**config.mk**
```make
export PLATFORM = sky130hd
export DESIGN_NAME = cbus_rr_arbiter
export DESIGN_NICKNAME = d
export VERILOG_FILES = /design/src/rtl/cbus_rr_arbiter_pkg.sv /design/src/rtl/cbus_rr_arbiter_rr_pick.sv /design/src/rtl/cbus_rr_arbiter.sv
export SDC_FILE = /design/constraint.sdc
export NUM_CORES = 1
export LEC_CHECK = 0
export CORE_AREA = 2 2 123 125
export DETAILED_ROUTE_END_ITERATION = 6
export DIE_AREA = 0 0 125 127
export MAX_ROUTING_LAYER = met4
export PLACE_DENSITY = 0.62
export SLEW_MARGIN = 10
export SYNTH_ARGS = -nofsm -noshare
export SYNTH_HDL_FRONTEND = slang
export SYNTH_HIERARCHICAL = 1
export SYNTH_SLANG_ARGS = --single-unit
```
**constraint.sdc**
```tcl
create_clock -name clk -period 1.9 [get_ports clk]
set_input_delay 0.19 -clock clk [delete_from_list [all_inputs] [get_ports clk]]
set_output_delay 0.19 -clock clk [all_outputs]
set_load 0.1 [all_outputs]
```
**src/rtl/cbus_rr_arbiter_pkg.sv**
```systemverilog
`default_nettype none
// ============================================================================
//  Module   : cbus_rr_arbiter_pkg
//  Purpose  : Shared cbus types, arbitration mode/state enums and a small
//             index-wrapping helper used by the cbus arbiter.
//  Contents : cbus_req_t, cbus_resp_t, arb_mode_e, cbus_arb_state_e,
//             wrap_inc()
//  Revision : 1.0 - initial release
// ============================================================================
package cbus_rr_arbiter_pkg;

  localparam int c_CBUS_ADDR_W = 32;
  localparam int c_CBUS_DATA_W = 32;

  // Master-side request: held stable by the master until the last beat.
  typedef struct packed {
    logic                       valid;
    logic                       write;
    logic [c_CBUS_ADDR_W-1:0]   addr;
    logic [c_CBUS_DATA_W-1:0]   wdata;
    logic [c_CBUS_DATA_W/8-1:0] wstrb;
  } cbus_req_t;

  // Downstream response; ready && last marks the final beat of a burst.
  typedef struct packed {
    logic                     ready;
    logic                     last;
    logic [c_CBUS_DATA_W-1:0] data;
  } cbus_resp_t;

  typedef enum logic [0:0] {
    RR   = 1'b0,
    PRIO = 1'b1
  } arb_mode_e;

  typedef enum logic [0:0] {
    IDLE   = 1'b0,
    LOCKED = 1'b1
  } cbus_arb_state_e;

  // (idx + 1) mod n without requiring n to be a power of two.
  function automatic int wrap_inc(input int idx, input int n);
    return (idx + 1 >= n) ? 0 : idx + 1;
  endfunction

endpackage
`default_nettype wire

```
**src/rtl/cbus_rr_arbiter_rr_pick.sv**
```systemverilog
`default_nettype none
// ============================================================================
//  Module   : cbus_rr_arbiter_rr_pick
//  Purpose  : Rotating first-one picker. Returns the first set bit of req at
//             or after ptr, wrapping around, as both one-hot and index.
//  Ports    : req    in  N      request vector
//             ptr    in  IDX_W  start position
//             any    out 1      at least one request set
//             onehot out N      one-hot winner (zero when none)
//             idx    out IDX_W  winner index (zero when none)
//  Revision : 1.0 - initial release
// ============================================================================
module cbus_rr_arbiter_rr_pick #(
  parameter int N     = 2,
  parameter int IDX_W = 1
) (
  input  logic [N-1:0]     req,
  input  logic [IDX_W-1:0] ptr,
  output logic             any,
  output logic [N-1:0]     onehot,
  output logic [IDX_W-1:0] idx
);

  localparam int c_POS_W = $clog2(2 * N);

  // Two copies of req side by side: masking off everything below ptr leaves
  // the upper copy to supply the wrapped-around requests.
  logic [2*N-1:0]     w_dbl;
  logic [2*N-1:0]     w_masked;
  logic [c_POS_W-1:0] w_pos;
  logic [c_POS_W-1:0] w_pos_mod;
  logic               w_found;

  assign w_dbl    = {req, req};
  assign w_masked = w_dbl & ({(2*N){1'b1}} << ptr);

  always_comb begin
    w_found = 1'b0;
    w_pos   = '0;
    for (int i = 0; i < 2 * N; i++) begin
      if (!w_found && w_masked[i]) begin
        w_found = 1'b1;
        w_pos   = c_POS_W'(i);
      end
    end
  end

  // A hit in the upper copy maps back onto the same physical input.
  assign w_pos_mod = (w_pos >= c_POS_W'(N)) ? (w_pos - c_POS_W'(N)) : w_pos;

  assign any    = |req;
  assign idx    = IDX_W'(w_pos_mod);
  assign onehot = any ? (N'(1) << idx) : '0;

endmodule
`default_nettype wire

```
**src/rtl/cbus_rr_arbiter.sv**
```systemverilog
`default_nettype none
// ============================================================================
//  Module   : cbus_rr_arbiter
//  Purpose  : Zero-latency N-to-1 cbus arbiter. Grants combinationally in
//             IDLE, locks the owner until the burst's last beat (or until the
//             owner drops valid), then rotates the pointer / ages waiters.
//             MODE 0 = round-robin, MODE 1 = fixed priority with aging.
//  Ports    : clk    in  1                 clock
//             reset  in  1                 synchronous, active-low reset
//             ireqs  in  cbus_req_t[N]     master requests
//             iresps out cbus_resp_t[N]    responses, owner only
//             oreq   out cbus_req_t        forwarded request
//             oresp  in  cbus_resp_t       downstream response
//             grant  out N                 one-hot current owner
//             busy   out 1                 burst locked
//  Revision : 1.0 - initial release
// ============================================================================
module cbus_rr_arbiter
  import cbus_rr_arbiter_pkg::*;
#(
  parameter int NUM_INPUTS   = 2,
  parameter int MODE         = 0,
  parameter int STARVE_LIMIT = 4
) (
  input  logic                  clk,
  input  logic                  reset,
  input  cbus_req_t             ireqs  [NUM_INPUTS],
  output cbus_resp_t            iresps [NUM_INPUTS],
  output cbus_req_t             oreq,
  input  cbus_resp_t            oresp,
  output logic [NUM_INPUTS-1:0] grant,
  output logic                  busy
);

  localparam int                 c_IDX_W   = (NUM_INPUTS > 1) ? $clog2(NUM_INPUTS) : 1;
  localparam int                 c_AGE_W   = $clog2(STARVE_LIMIT + 1);
  localparam logic [c_AGE_W-1:0] c_AGE_MAX = c_AGE_W'(STARVE_LIMIT);
  localparam bit                 c_PRIO    = (MODE == int'(PRIO));

  cbus_arb_state_e          r_state;
  logic [c_IDX_W-1:0]       r_owner;
  logic [c_IDX_W-1:0]       r_ptr;
  logic [c_AGE_W-1:0]       r_age [NUM_INPUTS];
  logic [NUM_INPUTS-1:0]    r_start_valid;

  logic [NUM_INPUTS-1:0]    w_valid;
  logic [NUM_INPUTS-1:0]    w_pick_req;
  logic [c_IDX_W-1:0]       w_pick_ptr;
  logic                     w_win_any;
  logic [NUM_INPUTS-1:0]    w_win_onehot;
  logic [c_IDX_W-1:0]       w_win_idx;
  logic                     w_locked;
  logic                     w_done;
  logic                     w_owner_valid;
  logic [c_IDX_W-1:0]       w_sel_idx;
  logic [NUM_INPUTS-1:0]    w_sel_start;
  logic                     w_sel_active;
  logic                     w_release;

  for (genvar gi = 0; gi < NUM_INPUTS; gi++) begin : g_valid
    assign w_valid[gi] = ireqs[gi].valid;
  end

  // Priority mode reuses the rotating picker with a zero pointer; inputs that
  // have hit the starvation limit are offered first so they cannot lose.
  if (c_PRIO) begin : g_prio
    logic [NUM_INPUTS-1:0] w_aged;
    for (genvar gi = 0; gi < NUM_INPUTS; gi++) begin : g_aged
      assign w_aged[gi] = w_valid[gi] && (r_age[gi] == c_AGE_MAX);
    end
    assign w_pick_req = (|w_aged) ? w_aged : w_valid;
    assign w_pick_ptr = '0;
  end else begin : g_rr
    assign w_pick_req = w_valid;
    assign w_pick_ptr = r_ptr;
  end

  cbus_rr_arbiter_rr_pick #(
    .N     (NUM_INPUTS),
    .IDX_W (c_IDX_W)
  ) u_pick (
    .req    (w_pick_req),
    .ptr    (w_pick_ptr),
    .any    (w_win_any),
    .onehot (w_win_onehot),
    .idx    (w_win_idx)
  );

  assign w_locked      = (r_state == LOCKED);
  assign w_done        = oresp.ready && oresp.last;
  assign w_owner_valid = ireqs[r_owner].valid;

  // In IDLE the combinational winner owns the bus this cycle; in LOCKED the
  // latched owner does. Release always refers to whichever is current.
  assign w_sel_idx    = w_locked ? r_owner       : w_win_idx;
  assign w_sel_start  = w_locked ? r_start_valid : w_valid;
  assign w_sel_active = w_locked || w_win_any;
  assign w_release    = w_locked ? (w_done || !w_owner_valid)
                                 : (w_win_any && w_done);

  // An abort needs no explicit valid override: oreq mirrors the owner's
  // request, whose valid is already low in that cycle.
  always_comb begin
    oreq  = '0;
    grant = '0;
    busy  = 1'b0;
    for (int i = 0; i < NUM_INPUTS; i++) begin
      iresps[i] = '0;
    end
    if (reset && w_sel_active) begin
      oreq              = ireqs[w_sel_idx];
      grant             = w_locked ? (NUM_INPUTS'(1) << r_owner) : w_win_onehot;
      iresps[w_sel_idx] = oresp;
    end
    busy = reset && w_locked;
  end

  always_ff @(posedge clk) begin
    if (!reset) begin
      r_state       <= IDLE;
      r_owner       <= '0;
      r_ptr         <= '0;
      r_start_valid <= '0;
      for (int i = 0; i < NUM_INPUTS; i++) begin
        r_age[i] <= '0;
      end
    end else begin
      case (r_state)
        IDLE: begin
          // A single-beat transfer completes in IDLE and never locks.
          if (w_win_any && !w_done) begin
            r_state       <= LOCKED;
            r_owner       <= w_win_idx;
            r_start_valid <= w_valid;
          end
        end
        LOCKED: begin
          if (w_done || !w_owner_valid) begin
            r_state <= IDLE;
          end
        end
        default: r_state <= IDLE;
      endcase

      if (w_release) begin
        r_ptr <= c_IDX_W'(wrap_inc(int'(w_sel_idx), NUM_INPUTS));
        for (int i = 0; i < NUM_INPUTS; i++) begin
          if (c_IDX_W'(i) == w_sel_idx) begin
            r_age[i] <= '0;
          end else if (w_sel_start[i] && (r_age[i] != c_AGE_MAX)) begin
            r_age[i] <= r_age[i] + c_AGE_W'(1);
          end
        end
      end
    end
  end

endmodule
`default_nettype wire

```
==> results of run 1 <==
[cell type report]
class	count	area [um2]
repair buffers	370	5459
flip-flops and latches	3	62.56
multi-input cells	307	2771
fillers	1141	5811
well taps	184	230.2
inverters	3	11.26
clock buffers	4	78.83
[metrics by stage]
| stage | setup WS [ns] | utilization (%) | area, um2 | power (mW) |
|---|---|---|---|---|
| 6_report | -0.1703 | 59.72 | 8613 | 4.445 |
| 4_1_cts | -0.1321 | 55.62 | 8023 | 4.203 |
| 5_1_grt | -0.2175 | 59.72 | 8613 | 4.585 |
| 3_5_place_dp | -0.3079 | 53.86 | 7769 | 3.760 |
| 2_1_floorplan | -0.2736 | - | 2651 | 2.223 |
| 3_3_place_gp | -0.2910 | 53.86 | 7769 | 3.722 |
[final timing paths]
check	startpoint	to	depth (start not counted)
worst max-delay path	r_ptr	iresps[59]	8
worst min-delay path	oresp[32]	r_state	2
worst max register to register	r_ptr	r_ptr	8
worst min register to register	r_owner	r_owner	3
[timing repair]
action,in CTS,in global routing
endpoints found under the hold margin,0,0
gates resized for setup,26,107
setup endpoints to repair,140,138
gates cloned,3,11
buffers inserted,5,2
pin swaps,6,57
[cells by family after synthesis]
logic type / share of synthesized area [%]
AOI/OAI and AO/OA: 26.00
muxes: 3.071
and+or+nand+nor: 58.93
DFF: 3.429
buffers and inverters: 8.571
[layer usage]
| layer | wire (um) | share of wire [%] | GRT usage (%) |
|---|---|---|---|
| met1 | 5554 | 36 | 18.53 |
| met2 | 8510 | 56 | 33.95 |
| met3 | 962 | 6.3 | 2.596 |
| met4 | 236 | 1.5 | 3.007 |
| met5 | 0 | 0 | - |
[power by group through the flow]
| stage | Clock (mW) | Sequential, mW | Combinational (mW) |
|---|---|---|---|
| global route | 0.346 | 0.0813 | 4.16 |
| global placement | 0 | 0.0791 | 3.64 |
| CTS | 0.338 | 0.0800 | 3.79 |
| detailed placement | 0 | 0.0800 | 3.68 |
| floorplan | 0 | 0.0743 | 2.15 |
| finish | 0.333 | 0.0804 | 4.03 |
[critical path, stage by stage (launching register included)]
cell and delay (ns):
dfxtp_2 0.32, inv_2 0.07, a21boi_4 0.06, or3b_4 0.39
a21boi_4 0.18, buf_6 0.17, clkbuf_16 0.15, and2_4 0.14
buf_12 0.16
[flip-flops by register name (all words and copies together) (netlist names)]
| register | cells |
|---|---|
| r_owner | 1 |
| r_ptr | 1 |
| r_state | 1 |
[cell usage in the layout, fill, tap and decap left out, types with 3 or more instances in the layout]
cell,n
clkbuf_16,12
and2_4,35
clkdlybuf4s50_1,173
nand2_2,41
buf_12,158
and2_2,33
nand2_1,80
buf_16,5
a21oi_4,71
buf_4,20
nand2_4,25
buf_6,3
==> impl_results.md, run 1 <==
* Slew @ Worst Pin at 0.2864 ns
* DRT iter0 DRCs at 119
* GPL Wtd Cong at 0.8982
* Maximum vdd drop at 0.2513 mV
* Switch Pwr at 2.428 mW
* Post-synthesis register bit count at 3
* Core Area at 14,420 um2
* Die H at 127 um
* P_leak at 3.334 nW
* CP required at 1.71 ns
* Dpl hpwl at 11.29 mm
* Die area at 15,880 um2
* Critical Path AT at 1.88 ns
* Final Non-Filler Cells at 871
* Max-cap violations at 0
* Top cells by area, synth: nand2_1, and2_1, a21oi_1, and2_2, dfxtp_1
* Clk sinks at 3
* Vias in the first global route at 3,973
* Synth Warn # at 6
* Post-route clock period utilization at 109.0%
* Clk network pwr share at 7.5%
* Max Root-Sink Buffers at 2
* Pins over their slew limit at 0
* First-pass GRT wire length at 21.57 mm
* Area of the mapped netlist at 1752 um2
* Failing checks: negative setup slack
* Post-synthesis async set-or-reset flop share at 0%
* Post-synthesis cell count at 341
* Setup crit end kind: output port
* Final worst path period need at 2.070 ns
* Share of the synthesized area in the top cell type at 31.29%
* Worst skew pair latency at 0.22 ns
* DR vias at 3,753
* I/O Buffers at 316
* Antenna cells at 0
* Fmax achieved at 0.4830 GHz
* Fin. Hold Viols at 0
* Clk_skew at 0.0006787 ns
* Worst setup margin at -0.1703 ns
* Chip width at 125 um
* EDFF count, synth at 0
* Outcome: finished, violations left
* Final Setup Violations at 138
* WHS at 0.6458 ns
* Post-synthesis area per instance at 5.137 um2
* Layout net count at 864
* Post-synth net total at 517
* Initial antenna violation count at 0
* R2R setup slack at 0.46 ns
* Cell row count at 44
* Part of the power in combinational logic at 90.7%
* CTS H-Tree Depth at 1
* Pint at 2.016 mW
* Total Routing Usage GR at 17.30%
* Sw frac at 54.63%
* Slew Limit Headroom at 80.88%
* Largest net degree at the start of global routing at 37
* DRT Wirelength at 15.26 mm
* WL per Instance at 17.52 um
* Share of layout cells above drive strength 1 at 60.41%
* CTS tree: yes
* Area grow syn2layout at 391.7%
* Pwr per Cell Area at 516.0 nW/um2
* Top post-synthesis cells by count: nand2_1, a21oi_1, and2_1
* DRC violations left at 0
* Sequential share of power at 1.8%
* Most frequent cell after synthesis: nand2_1
* 1st-pass router iterations at 4
* Io pins at 317
* Post-synth cell types at 26
* Clock buffer count from CTS at 3
* Starting Density at 12.14%
* Setup TNS at -13.19 ns
* Total gr overflow at 0
* Critical path class: flop to output port
* Worst min path class: primary input to flop
* Final ANT Viol Nets at 0
* Sequential area share after synthesis at 3.429%
* CTS Root Cell: clkbuf_16
* Leading area contributor after synthesis: nand2_1
* Max FO, Critical Path at 4
* # hold bufs at CTS at 0
* Dpl cells at 846
* DR vias/cell at 4.309
* Reg clk slew, reported paths at 0.03 ns
* Setup crit start kind: flop
* Most common flop cell mapped by yosys: dfxtp_1
* Unrepaired setup endpoints after global routing: true
No activity file was read; power rests on OpenSTA's default activity.
==> run 2, diff against run 1 <==
--- a/config.mk
+++ b/config.mk
@@ -9,7 +9,7 @@
 export DETAILED_ROUTE_END_ITERATION = 6
 export DIE_AREA = 0 0 125 127
 export MAX_ROUTING_LAYER = met4
-export PLACE_DENSITY = 0.62
+export PLACE_DENSITY_LB_ADDON = 0.1
 export SLEW_MARGIN = 10
 export SYNTH_ARGS = -nofsm -noshare
 export SYNTH_HDL_FRONTEND = slang
==> run 2 against run 1 <==
The flow still finishes with violations (negative setup slack). Non-clock buffer count rose by 9. Via count rose by 1.4%. Combinational power grew 6.5%. Critical endpoint is now iresps[47]. Clock-buffer cell count unchanged. Cell area grew 7.5%. Final cell count increased by 1.0%. Sequential power shrank 0.6%. Fmax increased by 1.9%. Die area is the same. Setup slack gained 0.038 ns. Total power rose by 6.0%. Largest power group unchanged.
==> impl_results.md, run 2 (same netlist as run 1, synthesis figures left out) <==
* Starting Density at 12.14% (unchanged)
* Io pins at 317 (unchanged)
* CTS tree: yes
* Critical Path AT at 1.84 ns (-0.04 ns)
* P_leak at 3.690 nW (+11%)
* Core Area at 14,420 um2 (unchanged)
* Clock buffer count from CTS at 3 (unchanged)
* Antenna cells at 0 (unchanged)
* Critical path class: flop to output port
* Share of layout cells above drive strength 1 at 69.11% (+8.7 points)
* Switch Pwr at 2.558 mW (+5.3%)
* Final worst path period need at 2.032 ns (-0.03783 ns)
* Initial antenna violation count at 0 (unchanged)
* Design area at 9259 um2 (+7.5%)
* Unrepaired setup endpoints after global routing: true
* DRC violations left at 0 (unchanged)
* Vias in the first global route at 4,220 (+6.2%)
* DR vias at 3,807 (+1.4%)
* Final total power at 4.713 mW (+6.0%)
* CP required at 1.71 ns (about the same)
* Die H at 127 um (unchanged)
* Cell area after placement at 7666 um2 (-1.3%)
* WL per Instance at 19.39 um (+11%)
* DR vias/cell at 4.326 (+0.40%)
* First-pass GRT wire length at 25.33 mm (+17%)
* Clk_skew at 0.004132 ns (+0.003453 ns)
* Part of the power in combinational logic at 91.1% (+0.4 points)
* Slowest stage delay, CP at 0.38 ns (about the same)
* Worst min path class: flop to flop
* Layout net count at 873 (+1.0%)
* Pint at 2.156 mW (+6.9%)
* Chip width at 125 um (unchanged)
* Outcome: finished, violations left
* CTS H-Tree Depth at 1 (unchanged)
* Most common cell after layout, fill and taps aside: clkdlybuf4s50_1
* I/O Buffers at 316 (unchanged)
* 1st-pass router iterations at 4 (unchanged)
* Area grow syn2layout at 428.6%
* Final Setup Violations at 138 (unchanged)
* Final ANT Viol Nets at 0 (unchanged)
* GPL Wtd Cong at 0.8767 (-2.4%)
* Clk sinks at 3 (unchanged)
* Slew @ Worst Pin at 0.2783 ns (-0.008125 ns)
* Dpl hpwl at 12.09 mm (+7.1%)
* DRT Wirelength at 17.07 mm (+12%)
* Slowest CP cell: or3b_4
* Worst setup margin at -0.1325 ns (+0.03783 ns)
* CTS Root Cell: clkbuf_16
* # hold bufs at CTS at 0 (unchanged)
* Sequential share of power at 1.7% (about the same)
* DRT iter0 DRCs at 61 (-49%)
* Worst skew pair latency at 0.23 ns (about the same)
* Total gr overflow at 0 (unchanged)
* Setup crit start kind: flop
* Total Routing Usage GR at 21.15% (+3.9 points)
* Reg clk slew, reported paths at 0.03 ns (about the same)
* Critical path, cell by cell: inv_2 -> a21boi_4 -> or3b_4 -> a21boi_4 -> buf_6 -> and2_4 -> buf_12
* Crit path top cell by count: a21boi_4
* Pins over their slew limit at 0 (unchanged)
* Failing checks: negative setup slack
* Fmax achieved at 0.4920 GHz (+1.9%)
* Max Root-Sink Buffers at 2 (unchanged)
* Post-route clock period utilization at 107.0% (-2.0 points)
* Slew Limit Headroom at 80.92% (about the same)
* Sw frac at 54.26% (-0.37 points)
* Clk network pwr share at 7.2% (-0.3 points)
* Cell row count at 44 (unchanged)
* Pwr per Cell Area at 509.0 nW/um2 (-1.4%)
* Max-cap violations at 0 (unchanged)
* Max FO, Critical Path at 9 (+5)
* WP buf/inv at 3 (-1)
* Fin. Hold Viols at 0 (unchanged)
* Most frequent cells in the layout: clkdlybuf4s50_1, buf_12, nand2_4
* Largest net degree at the start of global routing at 18 (-51%)
* WHS at 0.4829 ns (-0.1629 ns)
* Setup crit end kind: output port
* Die area at 15,880 um2 (unchanged)
* Maximum vdd drop at 0.3323 mV (+32%)
* Largest registers: r_owner x1, r_ptr x1, r_state x1
* Crit path max-delay family: simple AND/OR/NAND/NOR gates
## run 2: cell count changes in the layout (fill, tap and decap cells not counted), sizes merged
cell           previous run  this run
buf                     186       200
bufbuf                    0         1
clkbuf                   13         7
clkdlybuf4s15             0         1
dlygate4sd2               2         1
## run 2: path summary, 6_finish.rpt
check	startpoint	to	slack, ns	cells past startpoint
min reg2reg	r_ptr	r_ptr	0.48	2
max reg2reg	r_ptr	r_ptr	0.32	10
min	r_ptr	r_ptr	0.48	2
max	r_ptr	iresps[47]	-0.13	7
## run 2: layout make-up
class,count,area (um2)
tap,184,230.2
inverter,3,11.26
timing repair buffer,379,5668
sequential,3,65.06
clock buffer,4,78.83
fill,1098,5165
multi-input combinational,307,3206
## run 2: metal layers
metal / GRT usage [%] / share of wire (%) / up-vias
li1: - / - / 1814
met1: 22.84 / 36 / 1820
met2: 43.06 / 59 / 168
met3: 1.968 / 4.4 / 5
met4: 1.961 / 0.40 / 0
met5: - / 0 / -
## run 2: worst reg2reg max path: stages, from the launching register on
cell      delay [ns]
dfxtp_2         0.34
inv_2           0.06
a21boi_4        0.18
buf_6           0.13
mux2i_4         0.06
buf_12          0.17
buf_12          0.13
buf_16          0.15
buf_4           0.14
nand2_1         0.06
mux2i_1         0.05
## run 2: timing repair
action,CTS,global route
buffers inserted,25,3
pin swaps,103,69
endpoints found under the hold margin,0,0
endpoints found under the setup margin,140,138
gates cloned,21,3
gates resized for setup,232,84
## run 2: stage by stage
step	setup WS (ns)	util (%)	setup TNS, ns	std cells
final	-0.1325	64.19	-12.73	880
after global routing	-0.2256	64.19	-24.48	880
after CTS	-0.1925	64.39	-17.69	888
after detailed placement	-0.3052	53.15	-33.54	839
after global placement	-0.2795	53.15	-30.18	839
after floorplan	-0.2736	-	-3.345	341
## run 2: power groups by stage
| stage | clock network (mW) | registers, mW | logic (mW) |
|---|---|---|---|
| 4_1_cts | 0.344 | 0.0796 | 4.35 |
| 2_1_floorplan | 0 | 0.0743 | 2.15 |
| 3_5_place_dp | 0 | 0.0789 | 3.65 |
| 5_1_grt | 0.350 | 0.0808 | 4.43 |
| 6_report | 0.339 | 0.0799 | 4.29 |
| 3_3_place_gp | 0 | 0.0790 | 3.62 |
